### config.mk
export PLATFORM = sky130hd
export DESIGN_NAME = occ_fetch
export DESIGN_NICKNAME = d
export VERILOG_FILES = /design/src/rtl/occ_fetch_pkg.sv /design/src/rtl/occ_fetch.sv
export SDC_FILE = /design/constraint.sdc
export NUM_CORES = 1
export LEC_CHECK = 0
export BUFFER_PORTS_ARGS = -buffer_cell sky130_fd_sc_hd__buf_2
export CAP_MARGIN = 20
export CORE_MARGIN = 1.5
export CORE_UTILIZATION = 55
export CTS_CLUSTER_DIAMETER = 100
export CTS_CLUSTER_SIZE = 40
export DETAILED_ROUTE_END_ITERATION = 12
export GPL_TIMING_DRIVEN = 0
export PLACE_DENSITY = 0.79
export RECOVER_POWER = 50
export SLEW_MARGIN = 15
export SYNTH_ARGS = -nofsm -noshare
export SYNTH_HDL_FRONTEND = slang
export SYNTH_SLANG_ARGS = --single-unit
### constraint.sdc
create_clock -name clk -period 2.3 [get_ports clk]
set_clock_uncertainty 0.05 [all_clocks]
set_input_delay 0.46 -clock clk [delete_from_list [all_inputs] [get_ports clk]]
set_output_delay 0.46 -clock clk [all_outputs]
set_load 0.03 [all_outputs]
### src/rtl/occ_fetch_pkg.sv
// Occ fetch shared types and defaults.
// State enum, width defaults and half-select constants.
package occ_fetch_pkg;

  localparam int OCC_ADDR_W = 8;
  localparam int OCC_DATA_W = 32;
  localparam int OCC_HALF_W = 16;

  localparam logic OCC_LO = 1'b0;
  localparam logic OCC_HI = 1'b1;

  typedef enum logic [1:0] {
    IDLE,
    RD_LO,
    RD_HI,
    CAPT
  } occ_state_e;

endpackage

### src/rtl/occ_fetch.sv
// Occ memory front-end: two-beat RAM read with a one-entry tag cache.
// Ports: clk/rst, ce/addr request, flush, data/valid/busy out, RAM port.
module occ_fetch
  import occ_fetch_pkg::*;
#(
  parameter int ADDR_W = OCC_ADDR_W,
  parameter int DATA_W = OCC_DATA_W,
  parameter int HALF_W = OCC_HALF_W
) (
  input  logic              clk,
  input  logic              rst,
  input  logic              ce_rom_Occ_i,
  input  logic [ADDR_W-1:0] addr_rom_Occ_i,
  input  logic              flush_i,
  output logic [DATA_W-1:0] data_Occ_o,
  output logic              data_valid_o,
  output logic              busy_o,
  output logic              ram_en_o,
  output logic [ADDR_W:0]   ram_addr_o,
  input  logic [HALF_W-1:0] ram_data_i
);

  occ_state_e        state;
  logic [ADDR_W-1:0] req_addr;
  logic [ADDR_W-1:0] tag;
  logic [ADDR_W-1:0] served_addr;
  logic              tag_valid;
  logic              served;
  logic              no_fill;
  logic [HALF_W-1:0] lo_q;
  logic              pending;
  logic              hit;

  // A request already answered is not re-served while held unchanged.
  assign pending = ce_rom_Occ_i &&
                   !(served && addr_rom_Occ_i == served_addr);
  // A same-cycle flush turns a would-be hit into a miss.
  assign hit     = tag_valid && !flush_i &&
                   addr_rom_Occ_i == tag;
  assign busy_o  = state != IDLE;

  always_ff @(posedge clk) begin
    if (rst) begin
      state        <= IDLE;
      req_addr     <= '0;
      tag          <= '0;
      served_addr  <= '0;
      tag_valid    <= 1'b0;
      served       <= 1'b0;
      no_fill      <= 1'b0;
      lo_q         <= '0;
      data_Occ_o   <= '0;
      data_valid_o <= 1'b0;
      ram_en_o     <= 1'b0;
      ram_addr_o   <= '0;
    end else begin
      data_valid_o <= 1'b0;
      if (!ce_rom_Occ_i || addr_rom_Occ_i != served_addr)
        served <= 1'b0;
      if (flush_i)
        tag_valid <= 1'b0;
      // Flush while fetching: the returning word must not refill the tag.
      if (flush_i && state != IDLE)
        no_fill <= 1'b1;
      unique case (state)
        IDLE: begin
          if (pending) begin
            if (hit) begin
              data_valid_o <= 1'b1;
              served       <= 1'b1;
              served_addr  <= addr_rom_Occ_i;
            end else begin
              req_addr   <= addr_rom_Occ_i;
              no_fill    <= 1'b0;
              ram_en_o   <= 1'b1;
              ram_addr_o <= {addr_rom_Occ_i, OCC_LO};
              state      <= RD_LO;
            end
          end
        end
        RD_LO: begin
          ram_addr_o <= {req_addr, OCC_HI};
          state      <= RD_HI;
        end
        RD_HI: begin
          lo_q     <= ram_data_i;
          ram_en_o <= 1'b0;
          state    <= CAPT;
        end
        CAPT: begin
          data_Occ_o <= {ram_data_i, lo_q};
          if (!flush_i && !no_fill) begin
            tag       <= req_addr;
            tag_valid <= 1'b1;
          end
          if (ce_rom_Occ_i && addr_rom_Occ_i == req_addr) begin
            data_valid_o <= 1'b1;
            served       <= 1'b1;
            served_addr  <= req_addr;
          end
          state <= IDLE;
        end
        default: state <= IDLE;
      endcase
    end
  end

endmodule

==> results.yml <==
clocking:
  cts.path.max_buffers: 2
  cts.sinks: 88
  cts_tree: "built"
  cts_buffers: 9
  clockRootBuffer: "clkbuf_8"
  clk_latency_ns: 0.37
  path_clk_slew_ns: 0.10
  htree_num_levels: 3
  ctsHoldBuffers: 0
  post-cts-setup-buffer-count: 0
final_layout:
  antenna_cells: 0
  fillers: 574
  drive_above_1_share_pct: 12.7
  area_growth_pct: 14.5
  nNetsFinal: 476
synth:
  ys_async_sr_fraction_pct: 0
  synth.most_common_cell: "dfxtp_1"
  synthesis.nets: 403
  ys_ff_latch: 88
  synth_edf_count: 0
  synth_warnings: 0
  avgSynthCellArea_um2: 10.1
  ys.flop_type: "dfxtp_1"
  yosys-top-cells-area: "dfxtp_1, mux2i_1, nor2_1"
  synth_area_um2: 3760
  synth_top_area_cell: "dfxtp_1"
  ys_seq_area_share_pct: 46.9
  ys_top_cells_by_count: "dfxtp_1, mux2i_1, nor2_1, nand2_1, xnor2_1"
  ys_types: 37
  synth_top_area_share_pct: 46.9
  syn-instance-count: 371
floorplan:
  io_pins: 72
  dieArea_um2: 7340
  start_util_pct: 58.2
  coreArea_um2: 6460
  dieHeight_um: 85.7
  die_w_um: 85.7
  rows: 29
routing:
  wl_um: 8040
  drt_first_pass_iters: 9
  highest_layer: "met4"
  drt-wirelength-per-cell_um: 15.3
  via_count: 2803
  wl_met2_um: 3770
  wl_met1_um: 3850
  vias_per_cell: 5.33
  drtIter0Drc: 134
  ant_nets: 0
  wl_met3_um: 362
  drt_drc_violations_left: 3
global_route:
  grt_max_degree: 17
  antenna_found_initial: 0
  grt_use_total_pct: 22.7
  grt_pass1_vias: 2689
  grt.overflow.total: 0
  grt_pass1_wl_um: 13000
sta:
  worst_slack_ns: 0.123
  setup_viol: 0
  hold_ws_ns: 0.288
  worst_slew_pin_slew_ns: 0.810
  slew_violations: 0
  fin_crit_ns: 2.18
  fmax_mhz: 459
  period_share_pct: 94.6
  finalSetupTns_ns: 0
  hold_violations: 0
  slew-limit-headroom_pct: 46.0
  rsz0062_at_grt: "no"
power:
  max-vdd-ir-drop_mv: 0.552
  p_leak_uw: 0.00155
  power.density_nw_per_um2: 1130
worst_setup_path:
  r2r_slack_ns: 0.22
  end_kind: "output port"
  crit_arrival_ns: 1.67
  crit_required_ns: 1.79
  crit_type: "flop to output port"
  worstPathMaxFanout: 8
  startpoint_type: "flop"
placed_design:
  portBuffers: 62
  hpwl_um: 5820
  dp_worst_setup_slack_ns: 0.0979
  gp_congestion: 0.798
worst_hold_path:
  hold_class: "input port to flop"
outcome:
  violations: "design-rule violations"
  status: "finished, violations left"
flow_run:
  drv_cap: 0
## placed cells by master (no fill, tap or decap), drive strengths merged, types with 2 or more instances in the layout
cell	synthesis	final
nand3	4	4
buf	15	32
xor2	8	8
mux2i	73	73
nor3	5	5
ha	4	4
o21ai	2	2
nand2b	2	2
a21oi	13	13
nand4	3	3
clkbuf	14	69
dfxtp	88	88
nand2	19	19
a211oi	9	9
o31ai	2	2
xnor2	16	16
nor4	2	2
nor2	71	71
o2bb2ai	8	8
inv	3	6
## critical path: stages, from the launching register on
cell      delay, ns
dfxtp_1        0.38
inv_1          0.09
ha_1           0.20
clkbuf_1       0.20
inv_2          0.20
buf_2          0.23
## layer usage
metal	vias up	GRT usage, %
met4	0	6.74
met1	1333	31.1
met5	-	0
li1	1409	-
met2	55	35.3
met3	6	6.35
## report_power, final
group / total (uW) / internal, uW / switching, uW
logic: 1740 / 672 / 1070
registers: 1990 / 1800 / 190
clock network: 1110 / 520 / 588
## registers in the layout, summed over array words and instances (netlist names)
signal	cells
data_Occ_o	32
data_valid_o	1
lo_q	16
no_fill	1
ram_addr_o	9
ram_en_o	1
req_addr	8
served	1
served_addr	8
state	2
tag	8
tag_valid	1
## stage by stage
step / total power, uW / cell area [um2] / util, % / instances
3_5_place_dp: 3790 / 4170 / 64.5 / 510
2_1_floorplan: 3380 / 3760 / - / 371
6_report: 4840 / 4300 / 66.6 / 526
4_1_cts: 4880 / 4370 / 67.6 / 526
5_1_grt: 5090 / 4300 / 66.6 / 526
3_3_place_gp: 3730 / 4170 / 64.5 / 510
## logic make-up (layout without fill, tap and decap cells)
logic type	Yosys count	count (layout)	share of synthesized area, %
and+or+nand+nor	111	111	13.1
muxes	73	73	19.4
adders and majority gates	4	4	1.33
buffers and inverters	32	110	5.26
DFF	88	88	46.9
xor gates and xnor gates	24	24	5.59
AOI/OAI and AO/OA	39	39	8.42
## what timing repair did
item	CTS	global route
endpoints found under the setup margin	0	9
gates resized for setup	0	2
endpoints found under the hold margin	0	0
## final cells by class
type | count | area, um2 | area share, %
Buffer | 29 | 175 | 4.07
Sequential cell | 88 | 1760 | 40.9
Tap cell | 77 | 96.3 | 2.24
Inverter | 3 | 11.3 | 0.262
Clock inverter | 6 | 75.1 | 1.74
Multi-Input combinational cell | 251 | 1800 | 41.8
Clock buffer | 10 | 128 | 2.97
Timing Repair Buffer | 62 | 256 | 5.96
## worst paths after layout
path	to	cells after the start	from
worst max-delay path	busy_o	5	state[0]
worst min-delay path	lo_q[3]	3	ram_data_i[3]
worst max register to register	ram_addr_o[8]	8	state[0]
worst min register to register	tag[0]	2	tag[0]
Note: power is estimated with default switching activity, not from simulation.
